[config.mk]
export PLATFORM = sky130hd
export DESIGN_NAME = instruction_fetch_sequencer_flat
export DESIGN_NICKNAME = d
export VERILOG_FILES = /design/src/rtl/instruction_fetch_sequencer_if.sv /design/src/rtl/instruction_fetch_sequencer.sv /design/src/flat_wrapper.sv
export SDC_FILE = /design/constraint.sdc
export NUM_CORES = 1
export LEC_CHECK = 0
export CELL_PAD_IN_SITES_DETAIL_PLACEMENT = 1
export CELL_PAD_IN_SITES_GLOBAL_PLACEMENT = 1
export CORE_ASPECT_RATIO = 1.75
export CORE_UTILIZATION = 39
export CTS_CLUSTER_SIZE = 8
export DETAILED_ROUTE_END_ITERATION = 8
export HOLD_SLACK_MARGIN = 0.03
export PLACE_DENSITY = 0.84
export SLEW_MARGIN = 20
export SYNTH_ARGS = -nofsm -noshare
export SYNTH_HDL_FRONTEND = slang
export SYNTH_SLANG_ARGS = --single-unit
[constraint.sdc]
create_clock -name Clock -period 3.74 [get_ports Clock]
set_input_delay 0.748 -clock Clock [delete_from_list [all_inputs] [get_ports Clock]]
set_output_delay 0.748 -clock Clock [all_outputs]
set_load 0.01 [all_outputs]
[src/rtl/instruction_fetch_sequencer_if.sv]
// Handshake bundle between the fetch sequencer, the control unit, byte-wide memory and the IR.
// master = control/memory side, slave = the sequencer itself.
interface instruction_fetch_sequencer_if #(
    parameter int ADDR_WIDTH = 16
);
    logic                  Start;
    logic [ADDR_WIDTH-1:0] Addr;
    logic [ADDR_WIDTH-1:0] MemAddr;
    logic                  MemRead;
    logic                  MemReady;
    logic [7:0]            MemData;
    logic                  IRWrite;
    logic                  IRLH;
    logic [7:0]            IRByte;
    logic                  Busy;
    logic                  Done;
    logic                  Error;

    modport master (
        output Start, Addr, MemReady, MemData,
        input  MemAddr, MemRead, IRWrite, IRLH, IRByte, Busy, Done, Error
    );

    modport slave (
        input  Start, Addr, MemReady, MemData,
        output MemAddr, MemRead, IRWrite, IRLH, IRByte, Busy, Done, Error
    );
endinterface

[src/rtl/instruction_fetch_sequencer.sv]
// Two-byte little-endian instruction fetch into the 16-bit IR over a byte-wide memory handshake.
// Optional per-byte wait timeout enabled by defining FETCH_TIMEOUT_EN.
//
// state   | meaning
// --------+-----------------------------------------------------------
// IDLE    | waiting for Start, captures Addr on acceptance
// REQ_LO  | MemRead at Addr, waiting for MemReady
// LOAD_LO | IRWrite of low byte (IRLH=0)
// REQ_HI  | MemRead at Addr+1, waiting for MemReady
// LOAD_HI | IRWrite of high byte (IRLH=1)
// DONE    | one-cycle Done pulse, Busy still high
module instruction_fetch_sequencer #(
    parameter int ADDR_WIDTH     = 16,
    parameter int TIMEOUT_CYCLES = 15
) (
    input  logic                          Clock,
    input  logic                          ResetN,
    instruction_fetch_sequencer_if.slave  bus
);
    typedef enum logic [2:0] {
        IDLE    = 3'd0,
        REQ_LO  = 3'd1,
        LOAD_LO = 3'd2,
        REQ_HI  = 3'd3,
        LOAD_HI = 3'd4,
        DONE    = 3'd5
    } state_t;

    if (TIMEOUT_CYCLES < 1) begin : g_bad_timeout
        $error("TIMEOUT_CYCLES must be at least 1");
    end

    state_t                state;
    logic [ADDR_WIDTH-1:0] addr;
    logic [ADDR_WIDTH-1:0] memaddr;
    logic                  memread;
    logic                  irwrite;
    logic                  irlh;
    logic [7:0]            irbyte;
    logic                  busy;
    logic                  done;

`ifdef FETCH_TIMEOUT_EN
    localparam int CW = (TIMEOUT_CYCLES < 2) ? 1 : $clog2(TIMEOUT_CYCLES);
    // Down-counter reloaded on entry to each REQ state; abort when it is already at zero.
    localparam logic [CW-1:0] WAIT_LOAD = CW'(TIMEOUT_CYCLES - 1);

    logic          error;
    logic [CW-1:0] waitcnt;
`endif

    always_ff @(posedge Clock or negedge ResetN) begin
        if (!ResetN) begin
            state   <= IDLE;
            addr    <= '0;
            memaddr <= '0;
            memread <= 1'b0;
            irwrite <= 1'b0;
            irlh    <= 1'b0;
            irbyte  <= '0;
            busy    <= 1'b0;
            done    <= 1'b0;
`ifdef FETCH_TIMEOUT_EN
            error   <= 1'b0;
            waitcnt <= '0;
`endif
        end else begin
            irwrite <= 1'b0;
            done    <= 1'b0;
            case (state)
                IDLE: begin
                    if (bus.Start) begin
                        addr    <= bus.Addr;
                        memaddr <= bus.Addr;
                        memread <= 1'b1;
                        busy    <= 1'b1;
                        state   <= REQ_LO;
`ifdef FETCH_TIMEOUT_EN
                        error   <= 1'b0;
                        waitcnt <= WAIT_LOAD;
`endif
                    end
                end

                REQ_LO: begin
                    if (bus.MemReady) begin
                        irbyte  <= bus.MemData;
                        irlh    <= 1'b0;
                        irwrite <= 1'b1;
                        memread <= 1'b0;
                        state   <= LOAD_LO;
                    end
`ifdef FETCH_TIMEOUT_EN
                    else if (waitcnt == '0) begin
                        memread <= 1'b0;
                        busy    <= 1'b0;
                        error   <= 1'b1;
                        state   <= IDLE;
                    end else begin
                        waitcnt <= waitcnt - 1'b1;
                    end
`endif
                end

                LOAD_LO: begin
                    // Addr+1 wraps naturally at the register width.
                    memaddr <= addr + 1'b1;
                    memread <= 1'b1;
                    state   <= REQ_HI;
`ifdef FETCH_TIMEOUT_EN
                    waitcnt <= WAIT_LOAD;
`endif
                end

                REQ_HI: begin
                    if (bus.MemReady) begin
                        irbyte  <= bus.MemData;
                        irlh    <= 1'b1;
                        irwrite <= 1'b1;
                        memread <= 1'b0;
                        state   <= LOAD_HI;
                    end
`ifdef FETCH_TIMEOUT_EN
                    else if (waitcnt == '0) begin
                        memread <= 1'b0;
                        busy    <= 1'b0;
                        error   <= 1'b1;
                        state   <= IDLE;
                    end else begin
                        waitcnt <= waitcnt - 1'b1;
                    end
`endif
                end

                LOAD_HI: begin
                    done  <= 1'b1;
                    state <= DONE;
                end

                DONE: begin
                    busy  <= 1'b0;
                    state <= IDLE;
                end

                default: begin
                    memread <= 1'b0;
                    busy    <= 1'b0;
                    state   <= IDLE;
                end
            endcase
        end
    end

    assign bus.MemAddr = memaddr;
    assign bus.MemRead = memread;
    assign bus.IRWrite = irwrite;
    assign bus.IRLH    = irlh;
    assign bus.IRByte  = irbyte;
    assign bus.Busy    = busy;
    assign bus.Done    = done;
`ifdef FETCH_TIMEOUT_EN
    assign bus.Error   = error;
`else
    assign bus.Error   = 1'b0;
`endif
endmodule

[src/flat_wrapper.sv]
// flat-port wrapper written by rule: the top's interface ports become plain ports
module instruction_fetch_sequencer_flat 
#(
    parameter int ADDR_WIDTH     = 16,
    parameter int TIMEOUT_CYCLES = 15
)
  (Clock, ResetN, bus_Start, bus_Addr, bus_MemReady, bus_MemData, bus_MemAddr, bus_MemRead, bus_IRWrite, bus_IRLH, bus_IRByte, bus_Busy, bus_Done, bus_Error);
  instruction_fetch_sequencer_if #(.ADDR_WIDTH(ADDR_WIDTH)) bus_i ();
  input  logic Clock;
  input  logic ResetN;
  input wire logic [$bits(bus_i.Start)-1:0] bus_Start;
  input wire logic [$bits(bus_i.Addr)-1:0] bus_Addr;
  input wire logic [$bits(bus_i.MemReady)-1:0] bus_MemReady;
  input wire logic [$bits(bus_i.MemData)-1:0] bus_MemData;
  output wire logic [$bits(bus_i.MemAddr)-1:0] bus_MemAddr;
  output wire logic [$bits(bus_i.MemRead)-1:0] bus_MemRead;
  output wire logic [$bits(bus_i.IRWrite)-1:0] bus_IRWrite;
  output wire logic [$bits(bus_i.IRLH)-1:0] bus_IRLH;
  output wire logic [$bits(bus_i.IRByte)-1:0] bus_IRByte;
  output wire logic [$bits(bus_i.Busy)-1:0] bus_Busy;
  output wire logic [$bits(bus_i.Done)-1:0] bus_Done;
  output wire logic [$bits(bus_i.Error)-1:0] bus_Error;
  assign bus_i.Start = bus_Start;
  assign bus_i.Addr = bus_Addr;
  assign bus_i.MemReady = bus_MemReady;
  assign bus_i.MemData = bus_MemData;
  assign bus_MemAddr = bus_i.MemAddr;
  assign bus_MemRead = bus_i.MemRead;
  assign bus_IRWrite = bus_i.IRWrite;
  assign bus_IRLH = bus_i.IRLH;
  assign bus_IRByte = bus_i.IRByte;
  assign bus_Busy = bus_i.Busy;
  assign bus_Done = bus_i.Done;
  assign bus_Error = bus_i.Error;
  instruction_fetch_sequencer #(.ADDR_WIDTH(ADDR_WIDTH), .TIMEOUT_CYCLES(TIMEOUT_CYCLES)) u_core (.Clock(Clock), .ResetN(ResetN), .bus(bus_i));
endmodule
==> flow_metrics.tcl, run 1 <==
set metrics [dict create \
    p_clk_frac 0.156 \
    rsz0062_at_grt "false" \
    ys_ff_latch 48 \
    antenna_found_initial 0 \
    power_leakage_nw 1.330 \
    combinationalPowerShare 0.426 \
    drtIter0Drc 38 \
    clock-skew-final_ns 0.009787 \
    status "complete, no violations" \
    ant_nets 0 \
    cts.reportedPaths.clkPinSlew_ns 0.09 \
    vias 1825 \
    grt_max_degree 49 \
    finalHoldViolCount 0 \
    ys_types 39 \
    drt_wl_total_mm 5.463 \
    final-max-slew-violation-count 0 \
    drv_cap 0 \
    num_rows 35 \
    grt.overflow.total 0 \
    power-per-cell-area_nw_per_um2 825.6 \
    track_usage 0.2094 \
    place_ws_ns 0.9126 \
    cts_sinks 48 \
    die_y_um 101.0 \
    dieArea_um2 5913 \
    synth_area_um2 2183 \
    pwr-share-seq 0.417 \
    cts_htree_levels 2 \
    drc_errors 0 \
    wl_per_cell_um 15.35 \
    fmax_mhz 400.9 \
    yosysSeqAreaShare 0.5501 \
    cpPeakStageDelay_ns 0.55 \
    placement.io_buffers 56 \
    grt_first_pass_wirelength_mm 9.411 \
    die_x_um 58.56 \
    grt_pass1_vias 2024 \
    path_cells "clkdlybuf4s50_1 -> nor2b_1 -> nand2_1 -> a211oi_1 -> a21oi_2" \
    cts_root_buf "clkbuf_8" \
    cts_resized 0 \
    finalNetCount 310 \
    worstPathRequired_ns 3.92 \
    setup_viol 0 \
    peakVddDrop_uv 402.2 \
    clock_latency_ns 0.31 \
    post-route-min-period_ns 2.494 \
    path_class "input pin to flop" \
    ys_warn_count 0 \
    initial_core_util 0.4087 \
    hpwl_mm 4.002 \
    worstMarginPinSlew_ns 0.7309 \
    vias_per_cell 5.126 \
    setup_ws_ns 1.246 \
    avgSynthCellArea_um2 9.704 \
    cp_max_fo 22 \
    clockBufferDepth 2 \
    syn_nets 254 \
    switchingPower_mw 0.9115 \
    ios 58 \
    mostFrequentLayoutCell "nand2_1" \
    period_share 0.6669 \
    yosys.area.top_type "dfrtp_1" \
    place_congestion 0.7629 \
    hp-class "input pin to asynchronous set/reset pin" \
    p_sw_frac 0.3789 \
    antennaDiodeCount 0 \
    postLayoutCoreUtil 0.5454 \
    layout_common_cells "70 x nand2_1, 55 x clkdlybuf4s50_1, 48 x dfrtp_1, 10 x nand3_1, 9 x xnor2_1" \
    yosys.area.top_type_share 0.5501 \
    cts_setup_buffers 0 \
    arrival_ns 2.68 \
    final.setup.tns_ns 0 \
    cts_hold_buf 0 \
    first_pass_iters 3 \
    slew_headroom 0.5115 \
    numCtsBuffers 5 \
    intPower_mw 1.494 \
    cpMaxStageDelayCell "nand2_1" \
    coreArea_um2 5343 \
    drive_gt1_frac 0.07092 \
    syn2layout_area_growth_pct 33.47 \
    num-fill-cells 628 \
    worstSetupStartpointType "input pin" \
    cts_tree "built" \
    synth_area_leaders "dfrtp_1 55%, nand2_1 12%, xnor2_1 3.6%" \
    syn_inst 225 \
    cp-end-kind "flop" \
]
-- registers in the layout, summed over array words and instances (netlist names) --
name	cells
u_core.addr	16
u_core.bus.Busy	1
u_core.bus.Done	1
u_core.bus.IRByte	8
u_core.bus.IRLH	1
u_core.bus.IRWrite	1
u_core.bus.MemAddr	16
u_core.bus.MemRead	1
u_core.state	3
-- power groups by stage --
| stage | clock network, mW | logic (mW) | registers (mW) |
|---|---|---|---|
| floorplan | 0 | 0.540 | 1.01 |
| global placement | 0 | 0.994 | 1.01 |
| detailed placement | 0 | 1.04 | 1.02 |
| CTS | 0.383 | 1.05 | 1.01 |
| global route | 0.400 | 1.15 | 1.05 |
| finish | 0.376 | 1.03 | 1.00 |
-- path summary, 6_finish.rpt --
check	slack, ns	start	cells after the start	to
worst max-delay path	1.25	bus_Start	5	u_core.bus.MemAddr[13]
worst min-delay path	0.45	ResetN	1	u_core.bus.MemAddr[0]
worst max register to register	1.66	u_core.state[2]	4	u_core.bus.MemAddr[13]
worst min register to register	0.48	u_core.bus.IRByte[4]	2	u_core.bus.IRByte[4]
max in group asynchronous	2.88	ResetN	1	u_core.state[0]
min in group Clock	0.48	u_core.bus.IRByte[4]	2	u_core.bus.IRByte[4]
-- area by class of cell --
class                   instances  area (µm²)  area share
clock buffers                   6       72.57     0.02490
clock inverters                 2       35.03     0.01202
inverters                       4       15.01    0.005152
multi-input cells             164       924.6      0.3173
flip-flops and latches         48        1201      0.4122
well taps                      74       92.59     0.03177
repair buffers                 58       573.1      0.1967
-- routing by layer --
layer  vias up  track usage  wire [µm]
li1        867            -          -
met1       895       0.2254       2057
met2        54       0.3846       2980
met3         9      0.06547        339
met4         0      0.05678         85
met5         -            0          0
-- kinds of logic (layout without fill, tap and decap cells) --
logic type                 after synthesis  after routing  synth area share
buffers and inverters                   13             70           0.02636
DFF                                     48             48            0.5501
and+or+nand+nor                        111            111            0.2430
AOI/OAI and AO/OA                       36             36            0.1129
xor gates and xnor gates                15             15           0.06017
other                                    1              1          0.001718
adders and majority gates                1              1          0.005730
-- metrics by stage --
stage | area, µm² | power [mW] | cells | hold WS, ns
after CTS | 2912 | 2.440 | 356 | 0.4884
after floorplan | 2183 | 1.550 | 225 | 0.4524
after detailed placement | 2804 | 2.056 | 348 | 0.4687
final | 2914 | 2.406 | 356 | 0.4458
after global placement | 2804 | 2.001 | 348 | 0.4575
after global routing | 2914 | 2.593 | 356 | 0.4822
-- cell usage after synthesis --
library cell  number
nand4_4            1
a211oi_1           6
or2_4              1
nor2b_1            1
nor3b_2            1
o21ai_0            4
nand3b_1           1
nand2_1           70
or3b_1             1
and2_1             2
nor2_1             6
o211ai_1           4
nor3_1             2
a31oi_1            1
a21oi_1            5
xnor2_1            9
nand2b_1           2
clkbuf_1           4
inv_2              1
nor4_1             1
nand4_1            1
conb_1             1
nor4_2             1
buf_4              1
a22oi_1            4
buf_2              4
and3_1             7
xor2_1             6
dfrtp_1           48
a221oi_1           1
o21ai_1            2
ha_1               1
a21oi_2            2
a21o_1             6
inv_1              3
nand3_1           10
nor2_2             1
nor3_2             2
o41ai_1            1
-- critical path, delay by kind of cell --
family / cells / cell delay, ns
AO/OA/AOI/OAI: 2 / 0.49
buffers and inverters: 1 / 0.50
AND/OR/NAND/NOR: 2 / 0.94
(Power assumes the default switching activity.)
==> run 2, diff against run 1 <==
--- a/config.mk
+++ b/config.mk
@@ -8,11 +8,11 @@
 export CELL_PAD_IN_SITES_DETAIL_PLACEMENT = 1
 export CELL_PAD_IN_SITES_GLOBAL_PLACEMENT = 1
 export CORE_ASPECT_RATIO = 1.75
-export CORE_UTILIZATION = 39
+export CORE_UTILIZATION = 36
 export CTS_CLUSTER_SIZE = 8
 export DETAILED_ROUTE_END_ITERATION = 8
 export HOLD_SLACK_MARGIN = 0.03
-export PLACE_DENSITY = 0.84
+export PLACE_DENSITY = 0.79
 export SLEW_MARGIN = 20
 export SYNTH_ARGS = -nofsm -noshare
 export SYNTH_HDL_FRONTEND = slang
==> constraint.sdc (replaced) <==
create_clock -name Clock -period 2.5 [get_ports Clock]
set_input_delay 0.5 -clock Clock [delete_from_list [all_inputs] [get_ports Clock]]
set_output_delay 0.5 -clock Clock [all_outputs]
set_load 0.01 [all_outputs]
==> flow_metrics.tcl, run 2 (synthesis results as in run 1) <==
set metrics [dict create \
    status "complete, no violations" \
    track_usage 0.2066 \
    cts_tree "built" \
    setup_ws_ns 0.7120 \
    ant_nets 0 \
    power_mw 3.571 \
    final-max-slew-violation-count 0 \
    mostFrequentLayoutCell "nand2_1" \
    ios 58 \
    grt_pass1_vias 1988 \
    rr_worst_depth 6 \
    place_ws_ns 0.3718 \
    die_x_um 60.87 \
    arrival_ns 1.99 \
    finalHoldViolCount 0 \
    grt_max_degree 49 \
    vias 1844 \
    setup_viol 0 \
    fmax_mhz 559.3 \
    clock-skew-final_ns 0.005539 \
    wl_met2_mm 3.164 \
    cts_htree_levels 2 \
    initial_core_util 0.3714 \
    finalNetCount 315 \
    whs_ns 0.2813 \
    cts_setup_buffers 0 \
    num_rows 37 \
    wl_per_cell_um 15.72 \
    cts_root_buf "clkbuf_8" \
    cts.reportedPaths.clkPinSlew_ns 0.08 \
    die_y_um 105.0 \
    hpwl_mm 4.310 \
    power_leakage_nw 1.342 \
    clock_latency_ns 0.31 \
    place_congestion 0.7498 \
    worstSetupStartpointType "input pin" \
    top_layer "met4" \
    first_pass_iters 4 \
    grt.overflow.total 0 \
    hp-class "input pin to asynchronous set/reset pin" \
    dieArea_um2 6393 \
    grt_first_pass_wirelength_mm 9.708 \
    cts_resized 0 \
    drt_wl_total_mm 5.737 \
    cts_hold_buf 0 \
    placement.io_buffers 56 \
    path_class "input pin to flop" \
    worstPathRequired_ns 2.70 \
    drt-met1-wl_mm 2.169 \
    drv_cap 0 \
    cp-end-kind "flop" \
    period_share 0.7152 \
    numCtsBuffers 5 \
    slew_headroom 0.5870 \
    clockBufferDepth 2 \
    r2r-start "u_core.state[2]" \
    drtIter0Drc 54 \
    rr_endpoint "u_core.bus.MemAddr[5]" \
    worstMarginPinSlew_ns 0.6196 \
    antenna_found_initial 0 \
    drc_errors 0 \
    layout_common_cells "70 x nand2_1, 55 x clkdlybuf4s50_1, 48 x dfrtp_1, 10 x nand3_1, 9 x xnor2_1" \
    power-per-cell-area_nw_per_um2 1216 \
    antennaDiodeCount 0 \
    wl_met3_um 261 \
    vias_per_cell 5.052 \
    post-route-min-period_ns 1.788 \
    postLayoutCoreUtil 0.4995 \
    final.setup.tns_ns 0 \
    cp_max_fo 9 \
    rrSetupSlack_ns 0.86 \
    coreArea_um2 5879 \
    cts_sinks 48 \
    peakVddDrop_uv 454.8 \
    drive_gt1_frac 0.08362 \
    syn2layout_area_growth_pct 34.50 \
    rsz0062_at_grt "false" \
]
run 2: cell types whose count changed in the layout (fill, tap and decap cells not counted):
cell       previous run  this run
buf_4                 3         7
clkbuf_8              5         6
bufinv_16             1         0
clkbuf_1              1         2
buf_2                 0         1
clkinv_2              1         0
run 2: worst max path at each step:
stage	cells past startpoint	from	slack, ns	to
2_1_floorplan	5	bus_Start	0.92	u_core.bus.MemAddr[12]
3_3_place_gp	7	bus_Start	0.45	u_core.bus.MemAddr[6]
3_5_place_dp	7	bus_Start	0.37	u_core.bus.MemAddr[5]
4_1_cts	6	bus_Start	0.69	u_core.bus.MemAddr[12]
5_1_grt	6	bus_Start	0.55	u_core.bus.MemAddr[12]
6_report	7	bus_Start	0.71	u_core.bus.MemAddr[5]
run 2: layout make-up:
class | instances | area [µm²]
multi-input cells | 164 | 924.6
inverters | 4 | 15.01
flip-flops and latches | 48 | 1201
fillers | 693 | 2943
repair buffers | 63 | 608.1
well taps | 78 | 97.59
clock buffers | 8 | 90.09
run 2: critical path, stage by stage:
cell and delay, ns:
clkdlybuf4s50_1 0.49, nor2b_1 0.31, and2_1 0.20, nor2_1 0.05, buf_4 0.17, a22oi_1 0.20
nand2_1 0.07
run 2: routing by layer:
metal	vias to the layer above	GRT usage
li1	871	-
met1	910	0.2266
met2	50	0.3611
met3	13	0.05569
met4	0	0.07955
met5	-	0
run 2: power breakdown:
part | internal, mW | switching [mW]
combinational | 0.824 | 0.746
clock | 0.226 | 0.255
sequential | 1.15 | 0.373
total | 2.20 | 1.37
run 2: per-stage QoR:
step           cell area, µm²  cells
2_1_floorplan            2183    225
3_3_place_gp             2846    357
3_5_place_dp             2846    357
4_1_cts                  2937    365
5_1_grt                  2937    365
6_report                 2937    365
==> run 3, diff against run 2 <==
==> constraint.sdc (replaced) <==
create_clock -name Clock -period 1.8 [get_ports Clock]
set_input_delay 0.36 -clock Clock [delete_from_list [all_inputs] [get_ports Clock]]
set_output_delay 0.36 -clock Clock [all_outputs]
set_load 0.01 [all_outputs]
==> flow_metrics.tcl, run 3 (synthesis results as in run 1) <==
set metrics [dict create \
    status "complete, no violations" \
    hp-class "input pin to asynchronous set/reset pin" \
    mostFrequentLayoutCell "nand2_1" \
    worstPathRequired_ns 2.03 \
    finalNetCount 321 \
    cts.reportedPaths.clkPinSlew_ns 0.09 \
    cts_hold_buf 0 \
    antennaDiodeCount 0 \
    whs_ns 0.01521 \
    vias_per_cell 4.989 \
    drtIter0Drc 52 \
    hpwl_mm 4.468 \
    period_share 0.9075 \
    peakVddDrop_uv 887.0 \
    antenna_found_initial 0 \
    die_x_um 60.87 \
    grt_first_pass_wirelength_mm 9.577 \
    placed_area_um2 2904 \
    place_congestion 0.7740 \
    postLayoutCoreUtil 0.5071 \
    first_pass_iters 4 \
    final-max-slew-violation-count 0 \
    final.setup.tns_ns 0 \
    rr_worst_depth 5 \
    dieArea_um2 6393 \
    drive_gt1_frac 0.1027 \
    grt_pass1_vias 2039 \
    initial_core_util 0.3714 \
    place_ws_ns -0.04914 \
    drt_wl_total_mm 5.732 \
    cts_tree "built" \
    drc_errors 0 \
    rsz0062_at_grt "false" \
    setup_viol 0 \
    power_leakage_nw 1.371 \
    numCtsBuffers 5 \
    cp-end-kind "flop" \
    track_usage 0.2022 \
    cts_resized 0 \
    arrival_ns 1.86 \
    die_y_um 105.0 \
    finalHoldViolCount 0 \
    p_clk_frac 0.124 \
    clockBufferDepth 2 \
    wl_per_cell_um 15.49 \
    cts_root_buf "clkbuf_8" \
    cts_htree_levels 2 \
    layout_common_cells "70 x nand2_1, 55 x clkdlybuf4s50_1, 48 x dfrtp_1, 12 x buf_4, 10 x nand3_1" \
    pwr-share-seq 0.420 \
    cts_setup_buffers 0 \
    coreArea_um2 5879 \
    worstSetupStartpointType "flop" \
    rr_endpoint "u_core.bus.MemAddr[15]" \
    drv_cap 0 \
    post-route-min-period_ns 1.633 \
    cts_sinks 48 \
    clock_latency_ns 0.30 \
    power-per-cell-area_nw_per_um2 1672 \
    setup_ws_ns 0.1666 \
    switchingPower_mw 1.925 \
    vias 1846 \
    num_rows 37 \
    fmax_mhz 612.2 \
    grt_max_degree 49 \
    ios 58 \
    intPower_mw 3.059 \
    path_class "flop to flop" \
    ant_nets 0 \
    clock-skew-final_ns 0.005058 \
    cp_max_fo 6 \
    finalInstanceArea_um2 2982 \
    combinationalPowerShare 0.456 \
    grt.overflow.total 0 \
    p_sw_frac 0.3862 \
    rrSetupSlack_ns 0.17 \
    syn2layout_area_growth_pct 36.56 \
    r2r-start "u_core.addr[3]" \
    num-fill-cells 699 \
    placement.io_buffers 56 \
]
-- run 3: cell count changes in the layout (fill, tap and decap cells not counted) --
cell,previous run,this run
buf_12,0,1
clkbuf_1,2,1
buf_4,7,12
clkbuf_8,6,5
clkinv_2,0,1
-- run 3: power groups by stage --
stage / Sequential [mW] / Combinational, mW / Clock (mW)
floorplan: 2.10 / 1.12 / 0
global placement: 2.09 / 2.22 / 0
detailed placement: 2.12 / 2.31 / 0
CTS: 2.10 / 2.32 / 0.633
global route: 2.16 / 2.54 / 0.671
finish: 2.09 / 2.27 / 0.620
-- run 3: through the flow --
stage	power [mW]	instances
4_1_cts	5.049	370
2_1_floorplan	3.220	225
5_1_grt	5.376	370
6_report	4.984	370
3_3_place_gp	4.304	363
3_5_place_dp	4.427	363
-- run 3: layout make-up --
class	instances	area, µm²	share of cell area
flip-flops and latches	48	1201	0.4029
multi-input cells	164	924.6	0.3101
repair buffers	69	665.6	0.2232
well taps	78	97.59	0.03273
clock buffers	6	72.57	0.02434
inverters	4	15.01	0.005036
clock inverters	1	5.005	0.001679
-- run 3: routing by layer --
| metal | vias to the layer above | GRT usage | share of wire |
|---|---|---|---|
| met5 | - | 0 | 0 |
| met4 | 0 | 0.06818 | 0.024 |
| met3 | 10 | 0.03589 | 0.035 |
| met2 | 47 | 0.3705 | 0.57 |
| met1 | 904 | 0.2213 | 0.38 |
| li1 | 885 | - | - |
-- run 3: critical path, cell delays in order, from the launching register on --
cell	delay (ns)
dfrtp_1	0.52
nand4_4	0.18
nor4_2	0.38
nand3_1	0.17
xor2_1	0.17
a21oi_1	0.14
-- run 3: worst max-delay path by stage --
stage                               start                      to
after detailed placement        bus_Start   u_core.bus.MemAddr[6]
after global routing       u_core.addr[3]  u_core.bus.MemAddr[14]
after CTS                  u_core.addr[3]  u_core.bus.MemAddr[15]
after floorplan           u_core.state[2]   u_core.bus.MemAddr[5]
after global placement          bus_Start         u_core.addr[14]
final                      u_core.addr[3]  u_core.bus.MemAddr[15]
